## src/rtl/sum_accumulator_pkg.sv

```systemverilog
// Shared types and default sizing for the block-sum accumulator.
package sum_accumulator_pkg;

    typedef enum logic {
        ACCUM = 1'b0,
        DONE  = 1'b1
    } acc_state_t;

    localparam int SUM_W_DEF   = 9;
    localparam int ACC_W_DEF   = 16;
    localparam int COUNT_N_DEF = 8;

endpackage

```

## src/rtl/sat_adder.sv

```systemverilog
// Combinational unsigned adder that clamps to all-ones on carry-out.
module sat_adder #(
    parameter int ACC_W = 16
) (
    input  logic [ACC_W-1:0] a,
    input  logic [ACC_W-1:0] b,
    output logic [ACC_W-1:0] sum,
    output logic             ovf
);

    logic [ACC_W:0] full;

    // One extra bit catches the carry that marks an overflow.
    assign full = {1'b0, a} + {1'b0, b};
    assign ovf  = full[ACC_W];
    assign sum  = ovf ? {ACC_W{1'b1}} : full[ACC_W-1:0];

endmodule

```

## src/rtl/sum_accumulator.sv

```systemverilog
// Sums COUNT_N unsigned samples into a saturating block total, then holds
// the result until the downstream handshake takes it.
module sum_accumulator
    import sum_accumulator_pkg::*;
#(
    parameter int SUM_W   = SUM_W_DEF,
    parameter int ACC_W   = ACC_W_DEF,
    parameter int COUNT_N = COUNT_N_DEF
) (
    input  logic             clk,
    input  logic             reset,
    input  logic             clear,
    input  logic             in_valid,
    input  logic [SUM_W-1:0] in_sum,
    output logic             in_ready,
    output logic             out_valid,
    input  logic             out_ready,
    output logic [ACC_W-1:0] out_acc,
    output logic             out_sat,
    output logic [7:0]       sample_cnt
);

    localparam logic [7:0] CNT_LAST = 8'(COUNT_N);

    acc_state_t       state;
    logic [ACC_W-1:0] acc;
    logic [ACC_W-1:0] acc_nxt;
    logic             sat;
    logic             ovf;
    logic [7:0]       cnt_nxt;

    sat_adder #(.ACC_W(ACC_W)) u_add (
        .a   (acc),
        .b   ({{(ACC_W-SUM_W){1'b0}}, in_sum}),
        .sum (acc_nxt),
        .ovf (ovf)
    );

    assign cnt_nxt = sample_cnt + 8'd1;

    always_ff @(posedge clk or posedge reset) begin
        if (reset) begin
            state      <= ACCUM;
            acc        <= '0;
            sat        <= 1'b0;
            sample_cnt <= 8'd0;
        end else if (clear) begin
            // Abort wins over both a concurrent accept and a handshake.
            state      <= ACCUM;
            acc        <= '0;
            sat        <= 1'b0;
            sample_cnt <= 8'd0;
        end else begin
            case (state)
                ACCUM: begin
                    if (in_valid) begin
                        acc        <= acc_nxt;
                        sat        <= sat | ovf;
                        sample_cnt <= cnt_nxt;
                        if (cnt_nxt == CNT_LAST)
                            state <= DONE;
                    end
                end
                DONE: begin
                    if (out_ready) begin
                        state      <= ACCUM;
                        acc        <= '0;
                        sat        <= 1'b0;
                        sample_cnt <= 8'd0;
                    end
                end
                default: state <= ACCUM;
            endcase
        end
    end

    assign in_ready  = (state == ACCUM);
    assign out_valid = (state == DONE);
    assign out_acc   = acc;
    assign out_sat   = sat;

endmodule

```

## config.mk

```make
export PLATFORM = sky130hd
export DESIGN_NAME = sum_accumulator
export DESIGN_NICKNAME = d
export VERILOG_FILES = /design/src/rtl/sum_accumulator_pkg.sv /design/src/rtl/sat_adder.sv /design/src/rtl/sum_accumulator.sv
export SDC_FILE = /design/constraint.sdc
export NUM_CORES = 1
export LEC_CHECK = 0
export BUFFER_PORTS_ARGS = -buffer_cell sky130_fd_sc_hd__buf_2
export CAP_MARGIN = 10
export CORE_MARGIN = 4
export CORE_UTILIZATION = 28
export CTS_CLUSTER_DIAMETER = 200
export DETAILED_ROUTE_END_ITERATION = 12
export PLACE_DENSITY = 0.57
export SYNTH_ARGS = -nofsm -noshare
export SYNTH_HDL_FRONTEND = slang
export SYNTH_HIERARCHICAL = 1
export SYNTH_SLANG_ARGS = --single-unit
```

## constraint.sdc

```tcl
create_clock -name clk -period 2.9 [get_ports clk]
set_input_delay 0.58 -clock clk [delete_from_list [all_inputs] [get_ports clk]]
set_output_delay 0.58 -clock clk [all_outputs]
set_load 0.05 [all_outputs]
```

Word-level counts from Yosys, hierarchy flattened
Cells that the tools add are included.
Operators by class
  add/subtract/negate cells: 2
  eq/ne operators: 3
  muxes and demuxes: 18
  bitwise gates (word level): 2
  reduce and logical (&&, ||, !) cells: 1
Operator list (number)
  $mux 16: 4
  $pmux 16 s2: 1
  $mux 8: 3
  $add 16x9->17: 1
  $pmux 8 s2: 1
  $add 8x1->8 const B: 1
  $eq 8x4->1 const B: 1
  $mux 1: 7
  $ne 3x3->1 const B: 2
  $pmux 1 s2: 2
  $reduce_and 2->1: 1
  $not 1->1: 1
  $or 1x1->1: 1
Storage, ports and cells
  register bits after elaboration: 26
  bits of input ports: 14
  output and inout port bits: 27
  logic and storage cells: 30

Longest topological paths before layout
Gate-level depths: netlist of the first run.
  word-level depth: 6
  mapped depth: 11
  mapped depth without buffers: 11

Modules after synthesis
The synthesis of the first run kept the hierarchy.
Modules (own cells, without submodules)
  sum_accumulator: times used 1, cells an instance 100, area an instance 1107.3 sq um, seq. area each 650.6 sq um
  sat_adder: times used 1, cells an instance 116, area an instance 870.8 sq um, seq. area each 0.0 sq um

Worst setup path after synthesis of the first run
No wires, ideal clock.
  path kind: reg-to-reg
  start point: register acc[0], in the netlist out_acc[0]
  end point: register acc[8], in the netlist out_acc[8]
  setup time: 0.121 ns
  arrival time: 2.474 ns
  required time: 2.779 ns
  setup slack: 0.305 ns
  cell stages (with the launch flop): 10
  buffers on the path: 0
  period minus slack after synthesis: 2.595 ns
  path through: dfrtp_1 ha_1 fa_1 a21oi_1 o21ai_1 a2111oi_1 nor3_1 xnor2_1 nand2_1 a22o_1
Between the ends
  word-level cells in the longest chain between the ends: 5
RTL lines
  from (decl): line sum_accumulator.sv:26  | logic [ACC_W-1:0] acc;
  from (signal assigned): line sum_accumulator.sv:57  | acc <= acc_nxt;
  $add 16x9->17: line sat_adder.sv:14  | assign full = {1'b0, a} + {1'b0, b};
  $mux 16: line sat_adder.sv:16  | assign sum = ovf ? {ACC_W{1'b1}} : full[ACC_W-1:0];
  named net acc_nxt[8]: line sum_accumulator.sv:27  | logic [ACC_W-1:0] acc_nxt;
  $mux 16: line sum_accumulator.sv:56  | if (in_valid) begin
  $pmux 16 s2: line sum_accumulator.sv:54  | case (state)
  $mux 16: line sum_accumulator.sv:47  | end else if (clear) begin
The timed path passes the listed nets, and every way through them passes these cells. The select of a mux whose other input is x is not followed.
A chain may end at the register's enable or synchronous reset.

Worst setup path in the final report of the first run
  start point: register acc[0], in the netlist out_acc[0]
  end point: register acc[13], in the netlist out_acc[13]
Between the ends
  word-level cells in the longest chain between the ends: 5
RTL lines
  $add 16x9->17: line sat_adder.sv:14
  named net ovf: line sum_accumulator.sv:29  | logic ovf;
  $mux 16: line sat_adder.sv:16
  named net acc_nxt[13]: line sum_accumulator.sv:27
  $mux 16: line sum_accumulator.sv:56
  $pmux 16 s2: line sum_accumulator.sv:54
  $mux 16: line sum_accumulator.sv:47
The timed path passes the listed nets, and every way through them passes these cells. The select of a mux whose other input is x is not followed.

==> results of run 1 <==
-- cell type report --
cell class	count	area, um2	share of cell area (%)
inverter	9	33.8	1.43
clock buffer	3	41.3	1.74
multi-input combinational	180	1280	54.2
tap	96	120	5.07
timing repair buffer	45	238	10.0
sequential	26	651	27.5
-- worst reg2reg max path, cell delays in order, from the launching register on --
cell	delay, ps
dfrtp_1	420
ha_1	240
fa_1	400
a21oi_1	300
o211ai_2	150
a21oi_2	260
o31a_4	190
inv_2	40
a211o_1	250
a22o_1	190
-- sequential cells by signal, indices dropped and copies added (netlist names) --
signal / cells
out_valid: 1
sample_cnt: 8
out_sat: 1
out_acc: 16
-- cell families (layout without fill, tap and decap cells) --
| family | count (synthesis) | after routing | synth area share [%] |
|---|---|---|---|
| AOI/OAI and AO/OA | 71 | 71 | 27.5 |
| xor gates and xnor gates | 12 | 12 | 5.31 |
| adders and majority gates | 18 | 18 | 11.8 |
| buffers and inverters | 16 | 57 | 3.35 |
| DFF | 26 | 26 | 32.9 |
| muxes | 2 | 2 | 1.01 |
| other | 1 | 7 | 0.190 |
| and+or+nand+nor | 70 | 70 | 18.0 |
-- metal layers --
metal  vias to the layer above  routed length (um)  GRT usage (%)
met3                         2                 242           2.63
met5                         -                   0              0
met4                         0                  36           2.72
met1                       817                2420           16.6
li1                        889                   -              -
met2                        42                2020           17.2
-- cells in the final DEF (no fill, tap or decap), types with 2 or more instances in the layout --
cell	netlist	routed
dfrtp_1	26	26
nor3_1	3	3
a21oi_2	2	2
nand3_1	8	8
xnor2_1	8	8
ha_1	17	17
buf_4	0	5
nor2_1	10	10
a211oi_2	2	2
inv_1	8	8
and3_1	4	4
mux2i_1	2	2
conb_1	1	7
a22o_1	17	17
xor2_1	4	4
a31oi_1	2	2
buf_2	4	40
nor3b_2	2	2
nand2b_1	4	4
a211oi_1	2	2
nand2_1	28	28
clkbuf_8	0	3
a21oi_1	14	14
a211o_1	2	2
o31ai_1	3	3
o21ai_1	4	4
o21ai_0	8	8
-- where the power goes --
part	internal, mW	switching (mW)	total (mW)
sequential	0.405	0.0385	0.444
combinational	0.268	0.472	0.741
clock	0.0933	0.118	0.211
total	0.767	0.628	1.40
-- through the flow --
stage                     cells  power, mW  area [um2]  utilization (%)
after floorplan             222       1.04        2000                -
after global placement      356       1.19        2330             34.0
after detailed placement    356       1.19        2330             34.0
after CTS                   359       1.41        2370             34.7
after global routing        359       1.51        2370             34.7
final                       359       1.40        2370             34.7
-- worst max path at each step --
stage	slack, ps	depth (start not counted)	start	end
after CTS	340	9	out_acc[0]	out_acc[8]
after floorplan	310	9	out_acc[0]	out_acc[8]
after global routing	130	9	out_acc[0]	out_acc[8]
final	360	9	out_acc[0]	out_acc[13]
after global placement	150	10	in_sum[0]	out_acc[8]
after detailed placement	110	10	in_sum[0]	out_acc[8]
==> summary.txt, run 1 <==
R2r worst-path depth: 9
Drt pass-1 iters: 4
Primary FF master, synth: dfrtp_1
Clock-pin slew on the worst setup and hold paths: 90 ps
Setup TNS: 0 ps
Final critical-path share of the clock period: 87.7%
Core Region: 6830 um2
CTS tree: yes
# diodes: 0
CP bufs+invs: 1
Crit-path max cell delay: 420 ps
CP arrival: 2710 ps
Worst min path class: input port to asynchronous set/reset pin
Peak VDD IR: 0.292 mV
Area share of the largest cell type after synthesis: 32.9%
Post-layout nets: 297
RR Endpoint: out_acc[13]
Crit path capture type: register
Rel. slew slack: 57.7%
Synth area leaders: dfrtp_1 (33%), ha_1 (11%), a22o_1 (7.5%)
Clock Skew: 2.44 ps
FILL cells: 755
WL/cell: 13.2 um
Number of synthesized flops with an enable pin: 0
Synth cell types: 55
Remaining DRCs: 0
Row count: 30
Flops & latches, synth: 26
Mapped Cells: 216
Synth Area per Inst: 9.16 um2
Pwr dens: 589 nW/um2
Sequential area share after synthesis: 32.9%
Synth Warn #: 6
Synthesis-to-finish area growth: 19.7%
Post-synthesis async set-or-reset flop share: 100%
Die H: 92.1 um
CP Cell Sequence: ha_1 > fa_1 > a21oi_1 > o211ai_2 > a21oi_2 > o31a_4 > inv_2 > a211o_1 > a22o_1
CTS H-tree depth: 1
GRT Resource Usage Total: 11.5%
HPWL after detailed placement: 3510 um
Clock Latency Late Sink: 270 ps
Pleak: 1.20 nW
Most frequent cells after synthesis: nand2_1 (28), dfrtp_1 (26), a22o_1 (17), ha_1 (17), a21oi_1 (14)
Post-cts resize count: 0
CP Class: register to register
Final hold slack: 358 ps
Hold-fix buffers, CTS: 0
Wirelength, routed: 4720 um
Fmax: 0.393 GHz
Post-synthesis cell area: 1980 um2
Startpoint types: register
Initial core utilization: 29.0%
Clock tree buffer depth: 2
Cell with the most instances after synthesis: nand2_1
Initial antenna violation count: 0
DP Worst Slack: 112 ps
Via count: 1750
Slew @ Worst Pin: 618 ps
Final setup fails: 0
Launch point of the worst reg-to-reg path: out_acc[0]
Largest net degree at the start of global routing: 27
DIE AREA: 8470 um2
RePlAce Congestion: 0.815
Tmin final: 2540 ps
Grt total ovfl: 0
RSZ-0062 raised after global routing: no
Max Slew Vio Count: 0
Starting DRT DRC Count: 82
Postcts setup bufs: 0
Global-route wire length before repair: 7910 um
Reg2reg setup slack: 360 ps
Worst EP required: 3070 ps
Top-level I/O count: 41
Port bufs: 40
Slowest CP cell: dfrtp_1
Final Hold Vio Count: 0
Via density: 4.87
Root buffer cell: clkbuf_8
Clock sink count: 26
TritonCTS buffer count: 3
Status: finished clean
Maximum capacitance violations: 0
Vias in the first global route: 1626
Post-route ant nets: 0
Post-route setup slack: 358 ps
Worst path top cell family by delay: compound AO/OA/AOI/OAI gates
Synth area leader: dfrtp_1
Fraction of layout cells with a size suffix above 1: 24.0%
Crit-path max FO: 4
Chip width: 92.1 um
Power figures use the tool's default switching activity.
==> run 2: changes to the inputs <==
==> constraint.sdc (replaced) <==
create_clock -name clk -period 2.4 [get_ports clk]
set_input_delay 0.48 -clock clk [delete_from_list [all_inputs] [get_ports clk]]
set_output_delay 0.48 -clock clk [all_outputs]
set_load 0.05 [all_outputs]
==> run 2 against run 1 <==
Power rose by 34%. Wire length is 5.0% higher. Maximum frequency is 12% higher. Sequential cell count did not move. Cell area is 6.0% higher. Non-clock buffer count increased by 10. Clock-buffer cell count stayed put. Critical endpoint unchanged.
==> summary.txt, run 2 (synthesis results as in run 1) <==
Clock tree buffer depth: 2 (unchanged)
Chip width: 92.1 um (unchanged)
DIE AREA: 8470 um2 (unchanged)
Largest net degree at the start of global routing: 25 (-7.4%)
Crit path capture type: register
Slowest CP cell: dfrtp_2
Post-route ant nets: 0 (unchanged)
CP Class: register to register
Max reg flops: 16 (unchanged)
Most common cell after layout, fill and taps aside: buf_2
Global-route wire length before repair: 8540 um (+7.9%)
Drt pass-1 iters: 4 (unchanged)
Post-layout nets: 307 (+3.4%)
CTS tree: yes
Clock Skew: 7.13 ps (+4.69 ps)
Vias in the first global route: 1755 (+7.9%)
Initial core utilization: 29.0% (unchanged)
Finished Layout Cells: 370 (+3.1%)
Most frequent cells in the layout: buf_2 (40), nand2_1 (28), dfrtp_1 (25), a22o_1 (17), buf_4 (15)
Slew @ Worst Pin: 609 ps (-9.20 ps)
Top-level I/O count: 41 (unchanged)
Fraction of layout cells with a size suffix above 1: 29.6% (+5.6 points)
Die H: 92.1 um (unchanged)
RePlAce Congestion: 0.800 (-1.9%)
Hold-fix buffers, CTS: 0 (unchanged)
Worst min path class: input port to asynchronous set/reset pin
Core Region: 6830 um2 (unchanged)
Root buffer cell: clkbuf_8
Maximum capacitance violations: 0 (unchanged)
Via density: 4.85 (-0.48%)
CTS H-tree depth: 1 (unchanged)
Pleak: 1.26 nW (+4.9%)
GRT Resource Usage Total: 12.1% (+0.57 points)
Clock Latency Late Sink: 280 ps (about the same)
TritonCTS buffer count: 3 (unchanged)
Final setup fails: 0 (unchanged)
Max Slew Vio Count: 0 (unchanged)
# diodes: 0 (unchanged)
WL/cell: 13.4 um (+1.8%)
CP Cell Sequence: ha_4 > fa_2 > a21oi_4 > o211ai_2 > a21oi_2 > o31a_4 > inv_2 > a211o_1 > a22o_1
Setup TNS: 0 ps (unchanged)
FILL cells: 751 (-0.53%)
Grt total ovfl: 0 (unchanged)
Wirelength, routed: 4960 um (+5.0%)
Synthesis-to-finish area growth: 26.9%
Remaining DRCs: 0 (unchanged)
Via count: 1795 (+2.6%)
Crit-path max FO: 4 (unchanged)
CP arrival: 2450 ps (-260 ps)
HPWL after detailed placement: 3820 um (+8.8%)
Worst EP required: 2570 ps (-500 ps)
Initial antenna violation count: 0 (unchanged)
Port bufs: 40 (unchanged)
Fmax: 0.439 GHz (+12%)
Clock-pin slew on the worst setup and hold paths: 100 ps (about the same)
Final Hold Vio Count: 0 (unchanged)
Row count: 30 (unchanged)
Startpoint types: register
Final critical-path share of the clock period: 94.8% (+7.2 points)
Tmin final: 2280 ps (-266 ps)
Starting DRT DRC Count: 74 (-9.8%)
Pwr dens: 746 nW/um2 (+27%)
Clock sink count: 26 (unchanged)
Status: finished clean
Crit-path max cell delay: 440 ps (+20 ps)
Placed insts: 364 (+2.2%)
Peak VDD IR: 0.280 mV (-4.1%)
Rel. slew slack: 58.3% (+0.63 points)
run 2: repair_timing:
| item | CTS | global route |
|---|---|---|
| setup buffers | 0 | 2 |
| gates resized for setup | 0 | 6 |
| endpoints found under the setup margin | 0 | 6 |
run 2: area by class of cell:
type / count / area [um2] / share of cell area, %
Multi-Input combinational cell: 180 / 1320 / 52.6
Sequential cell: 26 / 652 / 26.0
Clock inverter: 1 / 30.0 / 1.20
Tap cell: 96 / 120 / 4.79
Timing Repair Buffer: 55 / 313 / 12.5
Clock buffer: 3 / 41.3 / 1.65
Inverter: 9 / 33.8 / 1.35
run 2: worst max-delay path, delay by kind of cell, from the launching register on:
family,cells,cell delay [ps]
AOI/OAI and AO/OA,6,1130
adders and majority gates,2,570
buffers and inverters,1,40
DFF,1,440
run 2: routing by layer:
metal	part of all wire, %	GRT usage (%)	vias to the layer above
li1	-	-	913
met1	53	17.8	845
met2	44	18.9	37
met3	3.7	2.38	0
met4	0	1.11	0
met5	0	0	-
run 2: where the power goes:
part | switching, mW | total (mW) | internal (mW)
clock network | 0.154 | 0.377 | 0.223
logic | 0.587 | 0.957 | 0.371
registers | 0.0488 | 0.539 | 0.490
run 2: final timing paths:
kind	startpoint	cells after the start	endpoint	slack, ps
setup / recovery	out_acc[0]	9	out_acc[13]	120
hold / removal	reset	2	out_acc[5]	210
max in group asynchronous	reset	3	out_acc[0]	1580
min in group clk	out_ready	2	out_valid	400
setup reg to reg	out_acc[0]	9	out_acc[13]	120
hold reg to reg	sample_cnt[7]	1	sample_cnt[7]	540
run 2: stage by stage:
stage | power, mW | utilization [%] | hold slack, ps | area (um2) | setup WS (ps)
floorplan | 1.26 | - | 520 | 2010 | 1.52
global placement | 1.47 | 35.0 | 509 | 2390 | -112
detailed placement | 1.48 | 35.0 | 520 | 2390 | -123
CTS | 1.86 | 36.1 | 239 | 2460 | 21.6
global route | 2.02 | 36.7 | 267 | 2510 | -2.62
finish | 1.87 | 36.7 | 213 | 2510 | 124
